--- config.mk ---
export PLATFORM = sky130hd
export DESIGN_NAME = mux8_rr_sched_flat
export DESIGN_NICKNAME = d
export VERILOG_FILES = /design/src/rtl/mux8_rr_sched_if.sv /design/src/rtl/mux8_rr_sched.sv /design/src/flat_wrapper.sv
export SDC_FILE = /design/constraint.sdc
export NUM_CORES = 1
export LEC_CHECK = 0
export ABC_CLOCK_PERIOD_IN_PS = 3500
export CORE_ASPECT_RATIO = 0.5
export CORE_UTILIZATION = 64
export DETAILED_ROUTE_END_ITERATION = 10
export DONT_BUFFER_PORTS = 1
export GPL_ROUTABILITY_DRIVEN = 1
export PLACE_DENSITY = 0.86
export SLEW_MARGIN = 20
export SYNTH_ARGS = -nofsm -noshare
export SYNTH_HDL_FRONTEND = slang
export SYNTH_SLANG_ARGS = --single-unit
--- constraint.sdc ---
create_clock -name clk -period 3.5 [get_ports clk]
set_input_delay 0.35 -clock clk [delete_from_list [all_inputs] [get_ports clk]]
set_output_delay 0.35 -clock clk [all_outputs]
set_load 0.05 [all_outputs]
--- src/rtl/mux8_rr_sched_if.sv ---
// mux8_rr_sched_if: request, dwell and handshake bundle between the requesters and the scheduler.
interface mux8_rr_sched_if #(parameter int DWELL_W = 4);
   logic [7:0]         req;
   logic [DWELL_W-1:0] dwell;
   logic               ready;
   logic [2:0]         sel;
   logic [7:0]         gnt;
   logic               valid;
   logic               busy;
   modport master(output req, dwell, ready, input sel, gnt, valid, busy);
   modport slave(input req, dwell, ready, output sel, gnt, valid, busy);
endinterface

--- src/rtl/mux8_rr_sched.sv ---
// mux8_rr_sched: round-robin scheduler driving the select of an 8:1 mux.
// It holds each grant for a dwell count of accepted beats or until the owner drops its request.
module mux8_rr_sched #(parameter int DWELL_W = 4) (
   input logic            clk,
   input logic            rst_n,
   mux8_rr_sched_if.slave bus
);
   typedef enum logic {IDLE, GRANT} state_t;
   state_t             state_q, state_d;
   logic [2:0]         sel_q, sel_d, ptr_q, ptr_d, pick;
   logic [7:0]         gnt_q, gnt_d;
   logic [DWELL_W-1:0] cnt_q, cnt_d;
   logic               arb, beat, rel;
   always_comb begin
      // Scan from ptr+7 down to ptr, so the closest requester to ptr is the last one written.
      pick = ptr_q;
      for (int j = 7; j >= 0; j--)
         if (bus.req[ptr_q + 3'(j)]) pick = ptr_q + 3'(j);
      arb     = state_q == IDLE && |bus.req;
      beat    = state_q == GRANT && bus.req[sel_q] && bus.ready;
      rel     = state_q == GRANT && (!bus.req[sel_q] || (beat && cnt_q == DWELL_W'(1)));
      state_d = arb ? GRANT : rel ? IDLE : state_q;
      sel_d   = arb ? pick : sel_q;
      gnt_d   = arb ? 8'(1) << pick : rel ? 8'h00 : gnt_q;
      cnt_d   = arb ? (bus.dwell == '0 ? DWELL_W'(1) : DWELL_W'(bus.dwell)) :
                beat && cnt_q > DWELL_W'(1) ? cnt_q - DWELL_W'(1) : cnt_q;
      ptr_d   = rel ? sel_q + 3'd1 : ptr_q;
   end
   always_ff @(posedge clk or negedge rst_n)
      if (!rst_n) begin
         state_q <= IDLE;
         sel_q   <= '0;
         gnt_q   <= '0;
         cnt_q   <= '0;
         ptr_q   <= '0;
      end else begin
         state_q <= state_d;
         sel_q   <= sel_d;
         gnt_q   <= gnt_d;
         cnt_q   <= cnt_d;
         ptr_q   <= ptr_d;
      end
   assign bus.sel   = sel_q;
   assign bus.gnt   = gnt_q;
   assign bus.busy  = state_q == GRANT;
   assign bus.valid = state_q == GRANT && bus.req[sel_q];
endmodule
--- src/flat_wrapper.sv ---
// flat-port wrapper written by rule: the top's interface ports become plain ports
module mux8_rr_sched_flat 
#(parameter int DWELL_W = 4)
  (clk, rst_n, bus_req, bus_dwell, bus_ready, bus_sel, bus_gnt, bus_valid, bus_busy);
  mux8_rr_sched_if #(.DWELL_W(DWELL_W)) bus_i ();
  input logic clk;
  input logic rst_n;
  input wire logic [$bits(bus_i.req)-1:0] bus_req;
  input wire logic [$bits(bus_i.dwell)-1:0] bus_dwell;
  input wire logic [$bits(bus_i.ready)-1:0] bus_ready;
  output wire logic [$bits(bus_i.sel)-1:0] bus_sel;
  output wire logic [$bits(bus_i.gnt)-1:0] bus_gnt;
  output wire logic [$bits(bus_i.valid)-1:0] bus_valid;
  output wire logic [$bits(bus_i.busy)-1:0] bus_busy;
  assign bus_i.req = bus_req;
  assign bus_i.dwell = bus_dwell;
  assign bus_i.ready = bus_ready;
  assign bus_sel = bus_i.sel;
  assign bus_gnt = bus_i.gnt;
  assign bus_valid = bus_i.valid;
  assign bus_busy = bus_i.busy;
  mux8_rr_sched #(.DWELL_W(DWELL_W)) u_core (.clk(clk), .rst_n(rst_n), .bus(bus_i));
endmodule
==> results.yml, run 1 <==
run_status:
  outcome: "finished clean"
clock_tree:
  cts_sinks: 19
  cts_tree: "done"
  clockRootBuffer: "clkbuf_8"
  cts_buffer_depth: 2
  cts_buffers: 3
  clkTransAtPathRegs_ns: 0.07
  htree_levels: 1
  insertion_delay_ns: 0.26
drt:
  routed_via_density: 7.20
  antenna_left: 0
  drc: 0
  first_pass_iters: 7
  finalWirelength_um: 4200
  vias: 1556
  wl_per_cell_um: 19.4
  drtIter0Drc: 238
floorplanning:
  die_h_um: 39.7
  io_pins: 28
  rows: 13
  initial_utilization_pct: 68.8
  die_x_um: 77.5
  dieArea_sq_mm: 0.00308
  core_sq_mm: 0.00265
sta:
  drv_slew: 0
  hold_viol_final: 0
  fin_tns_setup_ns: 0
  rsz0062_at_grt: "false"
  worst_pin_slew_ns: 0.968
  finalCriticalPeriod_ns: 3.24
  slew_headroom_pct: 35.3
  hold_slack_ns: 0.202
  fin_skew_ns: 0.00132
  post-route-period-util_pct: 92.5
  finalSetupViolations: 0
  fmax_ghz: 0.309
yosys:
  ys_warn_count: 0
  ys_seq_area_share_pct: 26.1
  synth.area.top_cells: "dfrtp_1 (26%), mux4_2 (9.9%), mux2i_1 (8.2%), mux4_1 (4.3%), mux2_2 (4.3%)"
  synthMuxAreaShare_pct: 27.6
  synth_top_family_by_area: "multiplexers"
  synth_top_area_share_pct: 26.1
  synthSimpleGateAreaFrac_pct: 12.7
  synth_area_per_cell_sq_um: 10.1
  synth_fa_ha_area_share_pct: 3.43
  synth_cells: 181
  synth_compound_gate_area_share_pct: 22.5
  yosysUniqueCellTypes: 51
  synth_edf_count: 0
  synthFlopType: "dfrtp_1"
  synth_nets: 201
  synth_top_area_cell: "dfrtp_1"
  ys_ff_latch: 19
  async_flop_share_pct: 100
  synth-xor-area-share_pct: 3.36
  netlist_area_sq_mm: 0.00182
setup_path:
  worstPathMaxFanout: 11
  critPathSlowestCell: "mux4_2"
  reg2reg_depth: 9
  r2r_end: "u_core.bus.gnt[5]$_DFFE_PN0P_"
  start_kind: "register"
  required_ns: 3.69
  path_cells: "inv_1, ha_1, mux4_2, mux2i_1, nor3_1, o311a_1, o2111ai_2, and3_1, a32o_1"
  critPathCaptureType: "register"
  crit_arrival_ns: 3.43
  r2r_slack_ns: 0.26
  r2r_start: "u_core.ptr_q[1]$_DFFE_PN0P_"
  path_class: "register to register"
  slowest_delay_ns: 0.65
layout:
  drive_gt1_share_pct: 16.2
  finish.utilization_pct: 71.8
  fillerInstances: 181
  antenna_cells: 0
  syn2layout_area_growth_pct: 4.39
  nNetsFinal: 200
  finalInstanceArea_sq_mm: 0.00190
global_route:
  grt_pass1_wl_um: 6560
  grt_use_total_pct: 29.2
  antenna_found_initial: 0
  grt_overflow: 0
  grt_pass1_vias: 1336
  grt_max_degree: 21
placed_design:
  placed_cell_area_sq_mm: 0.00185
  gp_congestion: 1.01
  io_buffers: 0
  dpl.hpwl_um: 3060
worst_hold_path:
  hold-path-endpoint: "u_core.cnt_q[1]$_DFFE_PN0P_"
  min_path_cells: 2
  hp-start: "bus_dwell[1]"
  hold_path.class: "primary input to register"
run:
  cap_viol_max_count: 0
[metal layers]
layer	wire length (um)	share of wire, %	global-route usage, %	up-vias
li1	-	-	-	706
met1	1820	43	40.7	755
met2	2010	48	48.2	88
met3	312	7.4	2.56	7
met4	51	1.2	12.3	0
met5	0	0	0	-
[area by class of cell]
class | count | area (sq um) | area share [%]
Multi-Input combinational cell | 144 | 1270 | 66.7
Timing Repair Buffer | 5 | 40.0 | 2.10
Inverter | 7 | 26.3 | 1.38
Tap cell | 37 | 46.3 | 2.43
Clock inverter | 1 | 5.00 | 0.263
Clock buffer | 3 | 41.3 | 2.17
Sequential cell | 19 | 475 | 25.0
[cells by family (layout without fill, tap and decap cells)]
kind of cell               after synthesis  count (layout)
xor gates and xnor gates                 7               7
adders and majority gates                5               5
AOI/OAI and AO/OA                       51              51
DFF                                     19              19
buffers and inverters                   18              16
and+or+nand+nor                         47              47
muxes                                   34              34
[cell usage after synthesis, drive strengths merged, types with 2 or more instances]
| library cell | count |
|---|---|
| mux2i | 15 |
| xnor2 | 4 |
| mux2 | 8 |
| xor2 | 3 |
| nand2b | 3 |
| nor3 | 4 |
| a21oi | 10 |
| clkbuf | 5 |
| and3 | 2 |
| nor3b | 2 |
| nor2 | 6 |
| a211oi | 2 |
| nor4 | 2 |
| o21ai | 9 |
| a2bb2oi | 2 |
| nor2b | 2 |
| dfrtp | 19 |
| nand2 | 21 |
| mux4 | 11 |
| buf | 6 |
| inv | 7 |
| a22o | 3 |
| a311oi | 2 |
| a32o | 7 |
| o211ai | 2 |
| ha | 5 |
[placed cells by master (no fill, tap or decap), types with 2 or more instances in the layout]
cell       synthesis  final
clkbuf_8           0      3
mux4_1             3      3
o21ai_0            9      9
ha_1               5      5
a21oi_1           10     10
nand2b_1           3      3
a32o_1             7      7
nor4_1             2      2
mux2i_1           15     15
nand2_1           21     21
dfrtp_1           19     19
nor2_1             6      6
o211ai_1           2      2
inv_1              7      7
a22o_1             3      3
nor3_1             4      4
mux4_2             8      8
nor3b_1            2      2
xnor2_1            4      4
a2bb2oi_1          2      2
and3_1             2      2
nor2b_1            2      2
xor2_1             3      3
buf_4              0      4
mux2_2             7      7
[metrics by stage]
step	instances	setup slack, ns
finish	216	0.264
floorplan	181	0.276
CTS	216	0.299
global placement	211	0.471
global route	216	0.156
detailed placement	211	0.349
[state kept, by name (all words and copies together) (netlist names)]
| name | flops |
|---|---|
| u_core.bus.busy | 1 |
| u_core.cnt_q | 4 |
| u_core.bus.sel | 3 |
| u_core.bus.gnt | 8 |
| u_core.ptr_q | 3 |
[critical path, delay by kind of cell (launching register included)]
kind / cells / cell delay (ns)
simple gates: 2 / 0.43
mux: 2 / 0.91
flops: 1 / 0.36
buf+inv: 1 / 0.10
compound gates: 3 / 0.86
fa+ha+maj: 1 / 0.52
[repair_timing]
action	CTS	global route
hold buffers	1	0
resized for setup	0	0
hold endpoints to repair	19	0
setup buffers	0	0
[how the worst max path moves through the flow]
stage | slack [ns] | depth (start not counted) | endpoint | from
CTS | 0.30 | 9 | u_core.bus.gnt[5]$_DFFE_PN0P_ | u_core.ptr_q[1]$_DFFE_PN0P_
global route | 0.16 | 9 | u_core.bus.gnt[5]$_DFFE_PN0P_ | u_core.ptr_q[1]$_DFFE_PN0P_
floorplan | 0.28 | 12 | u_core.bus.gnt[3]$_DFFE_PN0P_ | u_core.ptr_q[0]$_DFFE_PN0P_
detailed placement | 0.35 | 9 | u_core.bus.gnt[5]$_DFFE_PN0P_ | u_core.ptr_q[1]$_DFFE_PN0P_
finish | 0.26 | 9 | u_core.bus.gnt[5]$_DFFE_PN0P_ | u_core.ptr_q[1]$_DFFE_PN0P_
global placement | 0.47 | 9 | u_core.bus.gnt[3]$_DFFE_PN0P_ | u_core.ptr_q[1]$_DFFE_PN0P_
Power of run 1 is left out: the tool's default activity adds up to more than one toggle a clock period on the data nets, which glitch-free logic cannot reach.
==> inputs of run 2 (changes only) <==
--- a/config.mk
+++ b/config.mk
@@ -10,7 +10,7 @@
 export CORE_UTILIZATION = 64
 export DETAILED_ROUTE_END_ITERATION = 10
 export DONT_BUFFER_PORTS = 1
-export GPL_ROUTABILITY_DRIVEN = 1
+export GPL_ROUTABILITY_DRIVEN = 0
 export PLACE_DENSITY = 0.86
 export SLEW_MARGIN = 20
 export SYNTH_ARGS = -nofsm -noshare
==> results of run 2 <==
Same layout as run 1: the final DEF is identical, and so are final timing and power.
Power of run 2 is left out for the same reason.
